==> src/rtl/bus_src_mux_pipe.sv <==
// B-bus source multiplexer with valid/ready handshake, a registered output
// stage and a one-entry skid buffer. Invalid selects still produce a beat
// (last good value or zero), pulse sel_err and bump a saturating counter.
module bus_src_mux_pipe #(
  parameter int unsigned DATA_W          = 32,
  parameter int unsigned NUM_SRC         = 20,
  parameter int unsigned SEL_W           = 5,
  parameter bit          HOLD_ON_INVALID = 1'b1
) (
  input  logic                      clk,
  input  logic                      rst_n,
  input  logic                      req_valid,
  output logic                      req_ready,
  input  logic [SEL_W-1:0]          req_sel,
  input  logic [NUM_SRC*DATA_W-1:0] src_data,
  output logic                      bus_valid,
  input  logic                      bus_ready,
  output logic [DATA_W-1:0]         bus_out,
  output logic                      sel_err,
  output logic [7:0]                err_count
);

  logic              skid_full;
  logic [DATA_W-1:0] skid_data;
  logic [DATA_W-1:0] last_good;
  logic [DATA_W-1:0] sel_data;
  logic [DATA_W-1:0] beat;
  logic              sel_ok;
  logic              accept;
  logic              out_free;

  // Ready depends only on stored state, never on bus_ready.
  assign req_ready = !skid_full;
  assign accept    = req_valid && req_ready;
  assign out_free  = !bus_valid || bus_ready;
  assign sel_ok    = (32'(req_sel) < NUM_SRC);

  // Source mux; indices beyond NUM_SRC read as zero and are replaced below.
  always_comb begin
    sel_data = '0;
    for (int unsigned i = 0; i < NUM_SRC; i++) begin
      if (req_sel == SEL_W'(i)) sel_data = src_data[i*DATA_W +: DATA_W];
    end
  end

  // Beat value for this accept, including the invalid-select substitution.
  always_comb begin
    beat = sel_data;
    if (!sel_ok) beat = HOLD_ON_INVALID ? last_good : '0;
  end

  // Output register and skid buffer; skid always drains ahead of new accepts.
  always_ff @(posedge clk or negedge rst_n) begin
    if (!rst_n) begin
      bus_valid <= 1'b0;
      bus_out   <= '0;
      skid_full <= 1'b0;
      skid_data <= '0;
    end else if (out_free) begin
      if (skid_full) begin
        bus_valid <= 1'b1;
        bus_out   <= skid_data;
        skid_full <= accept;
        if (accept) skid_data <= beat;
      end else if (accept) begin
        bus_valid <= 1'b1;
        bus_out   <= beat;
      end else begin
        bus_valid <= 1'b0;
      end
    end else if (accept) begin
      skid_full <= 1'b1;
      skid_data <= beat;
    end
  end

  // Last good value follows accepted valid selects in acceptance order.
  always_ff @(posedge clk or negedge rst_n) begin
    if (!rst_n) begin
      last_good <= '0;
    end else if (accept && sel_ok) begin
      last_good <= sel_data;
    end
  end

  // Error pulse and saturating counter, driven by the accept event only.
  always_ff @(posedge clk or negedge rst_n) begin
    if (!rst_n) begin
      sel_err   <= 1'b0;
      err_count <= '0;
    end else begin
      sel_err <= accept && !sel_ok;
      if (accept && !sel_ok && (err_count != 8'hFF)) err_count <= err_count + 8'd1;
    end
  end

endmodule

==> config.mk <==
export PLATFORM = sky130hd
export DESIGN_NAME = bus_src_mux_pipe
export DESIGN_NICKNAME = d
export VERILOG_FILES = /design/src/rtl/bus_src_mux_pipe.sv
export SDC_FILE = /design/constraint.sdc
export NUM_CORES = 1
export LEC_CHECK = 0
export ABC_CLOCK_PERIOD_IN_PS = 3500
export CAP_MARGIN = 10
export CORE_AREA = 2 2 271 273
export CTS_CLUSTER_SIZE = 20
export DETAILED_ROUTE_END_ITERATION = 8
export DIE_AREA = 0 0 273 275
export PLACE_DENSITY = 0.38
export SLEW_MARGIN = 20
export SYNTH_ARGS = -nofsm -noshare
export SYNTH_HDL_FRONTEND = slang
export SYNTH_SLANG_ARGS = --single-unit
==> constraint.sdc <==
create_clock -name clk -period 3.5 [get_ports clk]
set_input_delay 0.35 -clock clk [delete_from_list [all_inputs] [get_ports clk]]
set_output_delay 0.35 -clock clk [all_outputs]
set_load 0.05 [all_outputs]
== Yosys cells after proc, flatten, opt, wreduce, memory -nomap -nowiden ==
Cells that the tools add are included.
Storage, ports and cells
  register bits: 107
  output and inout port bits: 43
  logic and storage cells: 73
Cells by class
  $add $sub $neg: 1
  $lt $le $gt $ge: 1
  equal/unequal tests: 21
  multiplexer cells: 31
  reduce and logical (&&, ||, !) cells: 12
Operators with widths (count)
  2-to-1 mux 32 bit: 26
  equality test 5 x 4 -> 1 bit (second input constant): 8
  equality test 5 x 3 -> 1 bit (second input constant): 4
  equality test 5 bit (second input constant): 4
  equality test 5 x 2 -> 1 bit (second input constant): 2
  adder 8 x 1 -> 8 bit (second input constant): 1
  inequality test 8 bit (second input constant): 1
  equality test 5 x 1 -> 1 bit (second input constant): 1
  zero test 5 bit: 1
  less-than comparator 5 bit (second input constant): 1
  2-to-1 mux 1 bit: 5
  logical AND 1 bit: 4
  nonzero test 2 bit: 2
  zero test 1 bit: 3
  inequality test 2 bit (second input constant): 1
  AND reduction 2 bit: 1
  logical OR 1 bit: 1

== Depth between registers and ports, before layout ==
Gate-level depths: netlist of run 1.
  depth in word-level cells: 25
  depth in mapped cells: 11

== Worst setup path before layout of run 1 ==
Ideal clock, no wire load.
  kind: input port to flip-flop
  from: input port req_sel[0]
  to: register skid_data[1]
  library setup time: 0.125 ns
  data arrival time: 2.083 ns
  data required time: 3.375 ns
  setup slack: 1.293 ns
  stages: 10
  buffers on the path: 4
  path through: buf_4 > buf_6 > buf_6 > buf_2 > mux2i_1 > o21ai_0 > a32o_1 > a211oi_1 > a21oi_1 > mux2_2
On the way
  longest elaborated chain between the ends: 25
Ends and longest elaborated chain
  start: declaration: RTL line 14  | input logic [SEL_W-1:0] req_sel,
  zero test 5 bit: RTL line 42  | if (req_sel == SEL_W'(i)) sel_data = src_data[i*DATA_W +: DATA_W];
  2-to-1 mux 32 bit (20 in a row): RTL line 42
  2-to-1 mux 32 bit *: RTL line 49  | if (!sel_ok) beat = HOLD_ON_INVALID ? last_good : '0;
  2-to-1 mux 32 bit *: RTL line 64, 71
  2-to-1 mux 32 bit: RTL line 60  | if (skid_full) begin
  2-to-1 mux 32 bit *: RTL line 59  | end else if (out_free) begin
  end signal: assignment: RTL line 64  | if (accept) skid_data <= beat;
  end signal: assignment: RTL line 73  | skid_data <= beat;
  end: declaration: RTL line 24  | logic [DATA_W-1:0] skid_data;
Every way passes the cells marked *; elsewhere a longest branch is shown, timed or not. The select of a mux whose other input is x is not followed.
A chain may end at the register's enable or synchronous reset.

== Worst setup path in the final report of run 1 ==
  from: input port req_sel[4]
  to: register skid_data[27]
The elaborated chain is that of the path after synthesis.

==> flow_summary.toml, run 1 <==
[logic_synthesis]
synth_top_area_cell = "dfrtp_1"
synth.top_cells.by_area = "dfrtp_1 (24%), o21ai_0 (5.9%), a21oi_1 (5.8%), nand2_1 (5.5%), mux4_2 (4.5%)"
syn-num-nets = 2054
async_reset_ff_share_pct = 100
yosys_most_used_dff = "dfrtp_1"
postSynthAreaPerCell_sq_um = 7.81
ys_seq_area_share_pct = 24.4
netlist.area_leader.share_pct = 24.4
synth_seq_cells = 107
yosysWarnings = 0
synth.distinct_cells = 85
synth_edf_count = 0
netlist_area_sq_mm = 0.0110
syn_inst = 1404

[cells_and_area]
fin_nets = 2742
area_growth_pct = 80.0
drive_gt1_share_pct = 11.6
design_area_sq_mm = 0.0197
nFillCells = 7895

[worst_setup_path]
critical_path_required_ns = 3.79
critical_path_arrival_ns = 3.47
cp_max_fo = 18
worstSetupPathType = "in2reg"
start_kind = "input port"
crit_path_end_kind = "flip-flop"

[grt]
grt_max_degree = 63
grt.total_usage_pct = 25.6
grt_pass1_wl_mm = 133
grt_pass1_vias = 15532
grt-ovfl-total = 0
antenna_found_initial = 25

[min_path]
min_path_type = "in2async"

[timing]
max-slew-margin-rel_pct = 32.3
tightest_slew_ns = 1.00
rsz0062_at_grt = "no"
fin_skew_ns = 0.00764
drv_slew = 0
setup_viol = 0
layout_min_cycle_time_ns = 3.18
fmax_ghz = 0.314
hold_viol_final = 0
finalCritPeriodShare_pct = 91.0
fin_setup_tns_ns = 0

[power_and_ir_drop]
total_power_w = 0.00585
max-vdd-ir-drop_mv = 0.258
powerDensity_mw_per_mm2 = 297
p_leak_nw = 7.41

[floorplan]
core_sq_mm = 0.0723
ioPinCount = 692
chipWidth_microns = 273
dieArea_sq_mm = 0.0751
std_cell_rows = 99
die_h_microns = 275
initial_core_util_pct = 15.2

[status]
outcome = "finished, final reports clean"

[cts]
cts_tree = "yes"
path_clk_slew_ns = 0.07
cts_buffers = 9
cts_hold_buffers = 0
cts_buffer_depth = 2
cts_resized = 0
worstSkewPairLatency_ns = 0.37
postCtsSetupBuffers = 0
htreeDepth = 3
clk_root_buffer_cell = "clkbuf_16"
cts.sinks = 107

[placement]
gp_congestion = 0.917
hpwl_mm = 85.0
numPortBuffers = 691
dpl_cell_area_sq_mm = 0.0194

[drt]
postRouteAntennaNets = 0
drc = 0
drt_wl_total_mm = 101
wl_per_cell_microns = 32.9
vias_per_cell = 4.96
drt_first_pass_iters = 5
dr.first_iter.drc_count = 1275
vias = 15217

[run]
cap_violations = 0
## final cells by class
class,instances,area (sq um),area share (%)
tap,959,1200,6.08
clock buffer,13,260,1.32
clock inverter,2,35.0,0.178
inverter,7,26.3,0.133
antenna,10,25.0,0.127
sequential,107,2680,13.6
multi-input combinational,1154,7600,38.5
timing repair buffer,813,7910,40.1
## final timing paths
kind | from | to | slack [ns] | cells past startpoint
max reg2reg | skid_full | bus_out[28] | 1.27 | 6
max | req_sel[4] | skid_data[27] | 0.32 | 10
min reg2reg | skid_data[11] | skid_data[11] | 0.47 | 2
min | rst_n | err_count[5] | 0.09 | 1
max in group asynchronous | rst_n | bus_out[8] | 2.57 | 2
min in group clk | skid_data[11] | skid_data[11] | 0.47 | 2
## stage by stage
step                setup slack (ns)  instances  hold slack [ns]  utilization (%)
finish                         0.316       3065           0.0888             27.3
global route                   0.258       3061            0.149             27.3
CTS                            0.470       3055            0.142             27.2
detailed placement            0.0856       3040            0.459             26.8
global placement              0.0988       3040            0.452             26.8
floorplan                       1.29       1404           0.0544                -
## placed cells by master (no fill, tap or decap), drive strengths merged, types with 27 or more instances in the layout
cell type and count:
nand2 163, nand3 34, and3 27, mux2i 37
nor3 29, dfrtp 107, nor2 92, o22ai 41
clkdlybuf4s50 685, o21ai 150, mux2 31, buf 127
a21oi 127
## where the power goes
| group | switching, W | internal [W] |
|---|---|---|
| Combinational | 0.00167 | 0.00139 |
| Sequential | 0.000184 | 0.00153 |
| Clock | 0.000492 | 0.000591 |
## critical path, cell delays in order
cell       delay (ns)
buf_2            0.38
or3b_1           0.47
buf_4            0.27
nor3_1           0.07
o32a_1           0.40
a221oi_1         0.58
buf_4            0.21
a2bb2oi_1        0.42
a21oi_1          0.12
o21ai_0          0.16
## metal layers
layer / wire length (microns) / global-route usage, % / vias to the layer above
met5: 76 / 0 / -
met4: 1630 / 3.97 / 12
met3: 6160 / 4.48 / 76
met2: 50200 / 45.7 / 700
met1: 42700 / 32.8 / 7640
li1: - / - / 6789
## cells by family (layout without fill, tap and decap cells)
group / count (synthesis) / count (layout) / synth area share [%]
compound gates: 593 / 593 / 35.9
other cells: 0 / 10 / 0
xor+xnor: 7 / 7 / 0.559
fa+ha+maj: 1 / 1 / 0.114
mux: 90 / 90 / 11.1
simple gates: 463 / 463 / 21.2
buf+inv: 143 / 835 / 6.72
flops: 107 / 107 / 24.4
## synthesized netlist by cell type, types with 9 or more instances
master	n
o221ai_1	23
dfrtp_1	107
o211ai_1	14
o21ai_1	21
nand4_1	13
a221oi_1	22
a2bb2oi_1	11
buf_2	58
nor2b_1	25
nor3_1	27
a21o_1	20
and2_1	11
a211oi_1	23
a21oi_1	126
clkbuf_1	48
buf_4	20
a211o_1	9
and3_1	27
nand3_1	34
a31oi_1	13
nand2_1	162
nand2b_1	14
o21ai_0	129
mux4_2	22
a22oi_1	24
mux2i_1	37
mux2_2	30
o22ai_1	41
a22o_1	11
o31ai_1	22
nor2_1	83
o22a_1	9
## flip-flops by register name, indices dropped and copies added, names as in the netlist
register and cells:
bus_out 32, bus_valid 1, err_count 8, last_good 32, sel_err 1, skid_data 32
skid_full 1
Power figures use the tool's default switching activity.
==> run 2, diff against run 1 <==
--- a/config.mk
+++ b/config.mk
@@ -12,7 +12,6 @@
 export DETAILED_ROUTE_END_ITERATION = 8
 export DIE_AREA = 0 0 273 275
 export PLACE_DENSITY = 0.38
-export SLEW_MARGIN = 20
 export SYNTH_ARGS = -nofsm -noshare
 export SYNTH_HDL_FRONTEND = slang
 export SYNTH_SLANG_ARGS = --single-unit
==> results of run 2 <==
Final layout, timing and power as in run 1 (identical DEF).
==> run 3, diff against run 2 <==
--- a/config.mk
+++ b/config.mk
@@ -7,11 +7,11 @@
 export LEC_CHECK = 0
 export ABC_CLOCK_PERIOD_IN_PS = 3500
 export CAP_MARGIN = 10
-export CORE_AREA = 2 2 271 273
+export CORE_AREA = 2 2 266 268
 export CTS_CLUSTER_SIZE = 20
 export DETAILED_ROUTE_END_ITERATION = 8
-export DIE_AREA = 0 0 273 275
-export PLACE_DENSITY = 0.38
+export DIE_AREA = 0 0 268 270
+export PLACE_DENSITY = 0.39
 export SYNTH_ARGS = -nofsm -noshare
 export SYNTH_HDL_FRONTEND = slang
 export SYNTH_SLANG_ARGS = --single-unit
==> run 3 against run 2 <==
- sequential share of layout area grew 0.063 points
- die area shrank 3.6%
- first-iteration DRC count shrank 20%
- worst hold slack gained 0.016 ns
- design area shrank 0.46%
- routed wire length grew 0.15%
- combinational power is essentially flat
- sequential cell count is the same
==> flow_summary.toml, run 3 (synthesis results as in run 1) <==
[timing]
finalCritPeriodShare_pct = 86.7
max-slew-margin-rel_pct = 31.1
layout_min_cycle_time_ns = 3.04
tightest_slew_ns = 1.03
fin_setup_tns_ns = 0
fin_skew_ns = 0.0122
holdWs_ns = 0.105
hold_viol_final = 0
rsz0062_at_grt = "no"
setup_viol = 0
drv_slew = 0
fmax_ghz = 0.329

[drt]
drt_wl_total_mm = 101
vias_per_cell = 5.01
dr.first_iter.drc_count = 1026
drt_first_pass_iters = 5
drc = 0
wl_per_cell_microns = 33.2
postRouteAntennaNets = 0
vias = 15250

[worst_setup_path]
cp_max_fo = 22
critical_path_required_ns = 3.79
start_kind = "input port"
ff2ff_path_depth = 8
startpoint = "req_sel[3]"
rr_startpoint = "skid_full"
crit_path_end = "bus_out[30]"
worstSetupPathType = "in2reg"
rrSetupSlack_ns = 1.03
crit_path_end_kind = "flip-flop"
critical_path_arrival_ns = 3.32
timing.rr.end = "err_count[7]"

[cts]
cts.sinks = 107
path_clk_slew_ns = 0.08
clk_root_buffer_cell = "clkbuf_16"
htreeDepth = 3
cts_buffer_depth = 2
cts_buffers = 9
postCtsSetupBuffers = 0
cts_tree = "yes"
cts_hold_buffers = 0
worstSkewPairLatency_ns = 0.37
cts_resized = 0

[cells_and_area]
ff_latch_area_sq_mm = 0.00268
drive_gt1_share_pct = 11.6
multiInputGateArea_sq_mm = 0.00761
final_common_cell = "clkdlybuf4s50_1"
design_area_sq_mm = 0.0196
fin_nets = 2739
top_regs = "bus_out (32), last_good (32), skid_data (32)"
area_growth_pct = 79.2
nFillCells = 7528
most-common-layout-cells = "clkdlybuf4s50_1 (685), nand2_1 (160), o21ai_0 (128), a21oi_1 (126), buf_4 (117)"

[placement]
numPortBuffers = 691
hpwl_mm = 85.2
gp_congestion = 0.926
dpl_cell_area_sq_mm = 0.0193

[grt]
grt.total_usage_pct = 26.9
grt-ovfl-total = 0
grt_max_degree = 64
grt_pass1_wl_mm = 134
grt_pass1_vias = 15520
antenna_found_initial = 28

[floorplan]
chipWidth_microns = 268
core_sq_mm = 0.0695
std_cell_rows = 97
die_h_microns = 270
ioPinCount = 692
dieArea_sq_mm = 0.0724
initial_core_util_pct = 15.8

[power_and_ir_drop]
max-vdd-ir-drop_mv = 0.260
powerDensity_mw_per_mm2 = 295
total_power_w = 0.00579
p_leak_nw = 7.38

[min_path]
min_path_type = "in2async"

[status]
outcome = "finished, final reports clean"

[run]
cap_violations = 0
## run 3: changes by cell type in the layout (fill, tap and decap cells not counted)
cell / delta
nor2b_4: +2
nor2b_2: -2
clkbuf_8: -1
clkinv_4: +2
diode_2: -1
clkinv_2: -1
buf_12: -3
inv_6: +1
bufinv_16: -1
clkinvlp_4: +1
## run 3: area by class of cell
cell class / instances / area share, %
Inverter: 7 / 0.134
Sequential cell: 107 / 13.6
Antenna cell: 9 / 0.115
Clock buffer: 12 / 1.25
Timing Repair Buffer: 810 / 40.0
Tap cell: 940 / 5.99
Clock inverter: 4 / 0.172
Multi-Input combinational cell: 1154 / 38.7
## run 3: worst min-delay path by stage
| stage | startpoint | to | slack (ns) | cells after the start |
|---|---|---|---|---|
| after floorplan | rst_n | bus_out[0] | 0.05 | 0 |
| after global placement | last_good[11] | last_good[11] | 0.45 | 2 |
| after detailed placement | skid_data[23] | skid_data[23] | 0.46 | 2 |
| after CTS | rst_n | err_count[5] | 0.13 | 1 |
| after global routing | rst_n | err_count[5] | 0.16 | 1 |
| final | rst_n | err_count[5] | 0.11 | 1 |
## run 3: power by group
group	switching [W]	internal, W	total, W
sequential	0.000191	0.00152	0.00172
combinational	0.00167	0.00138	0.00305
clock	0.000514	0.000510	0.00102
total	0.00238	0.00341	0.00579
## run 3: metrics by stage
stage | worst slack [ns] | cells | utilization [%]
after floorplan | 1.29 | 1404 | -
after global placement | 0.0644 | 3018 | 27.8
after detailed placement | 0.0518 | 3018 | 27.8
after CTS | 0.459 | 3034 | 28.2
after global routing | 0.294 | 3039 | 28.2
final | 0.464 | 3043 | 28.2
## run 3: layer usage
metal,vias to the layer above,track usage [%],wire (microns)
li1,6792,-,-
met2,682,46.9,49900
met3,97,4.51,6050
met1,7661,35.0,43300
met5,-,0,118
met4,18,4.43,1530
## run 3: worst max-delay path: stages
cell	delay [ns]
buf_2	0.27
buf_4	0.29
and3b_1	0.58
o21ai_0	0.22
a21o_1	0.24
a222oi_1	0.66
buf_4	0.22
o2bb2ai_1	0.12
a21o_1	0.23
o21ai_1	0.12
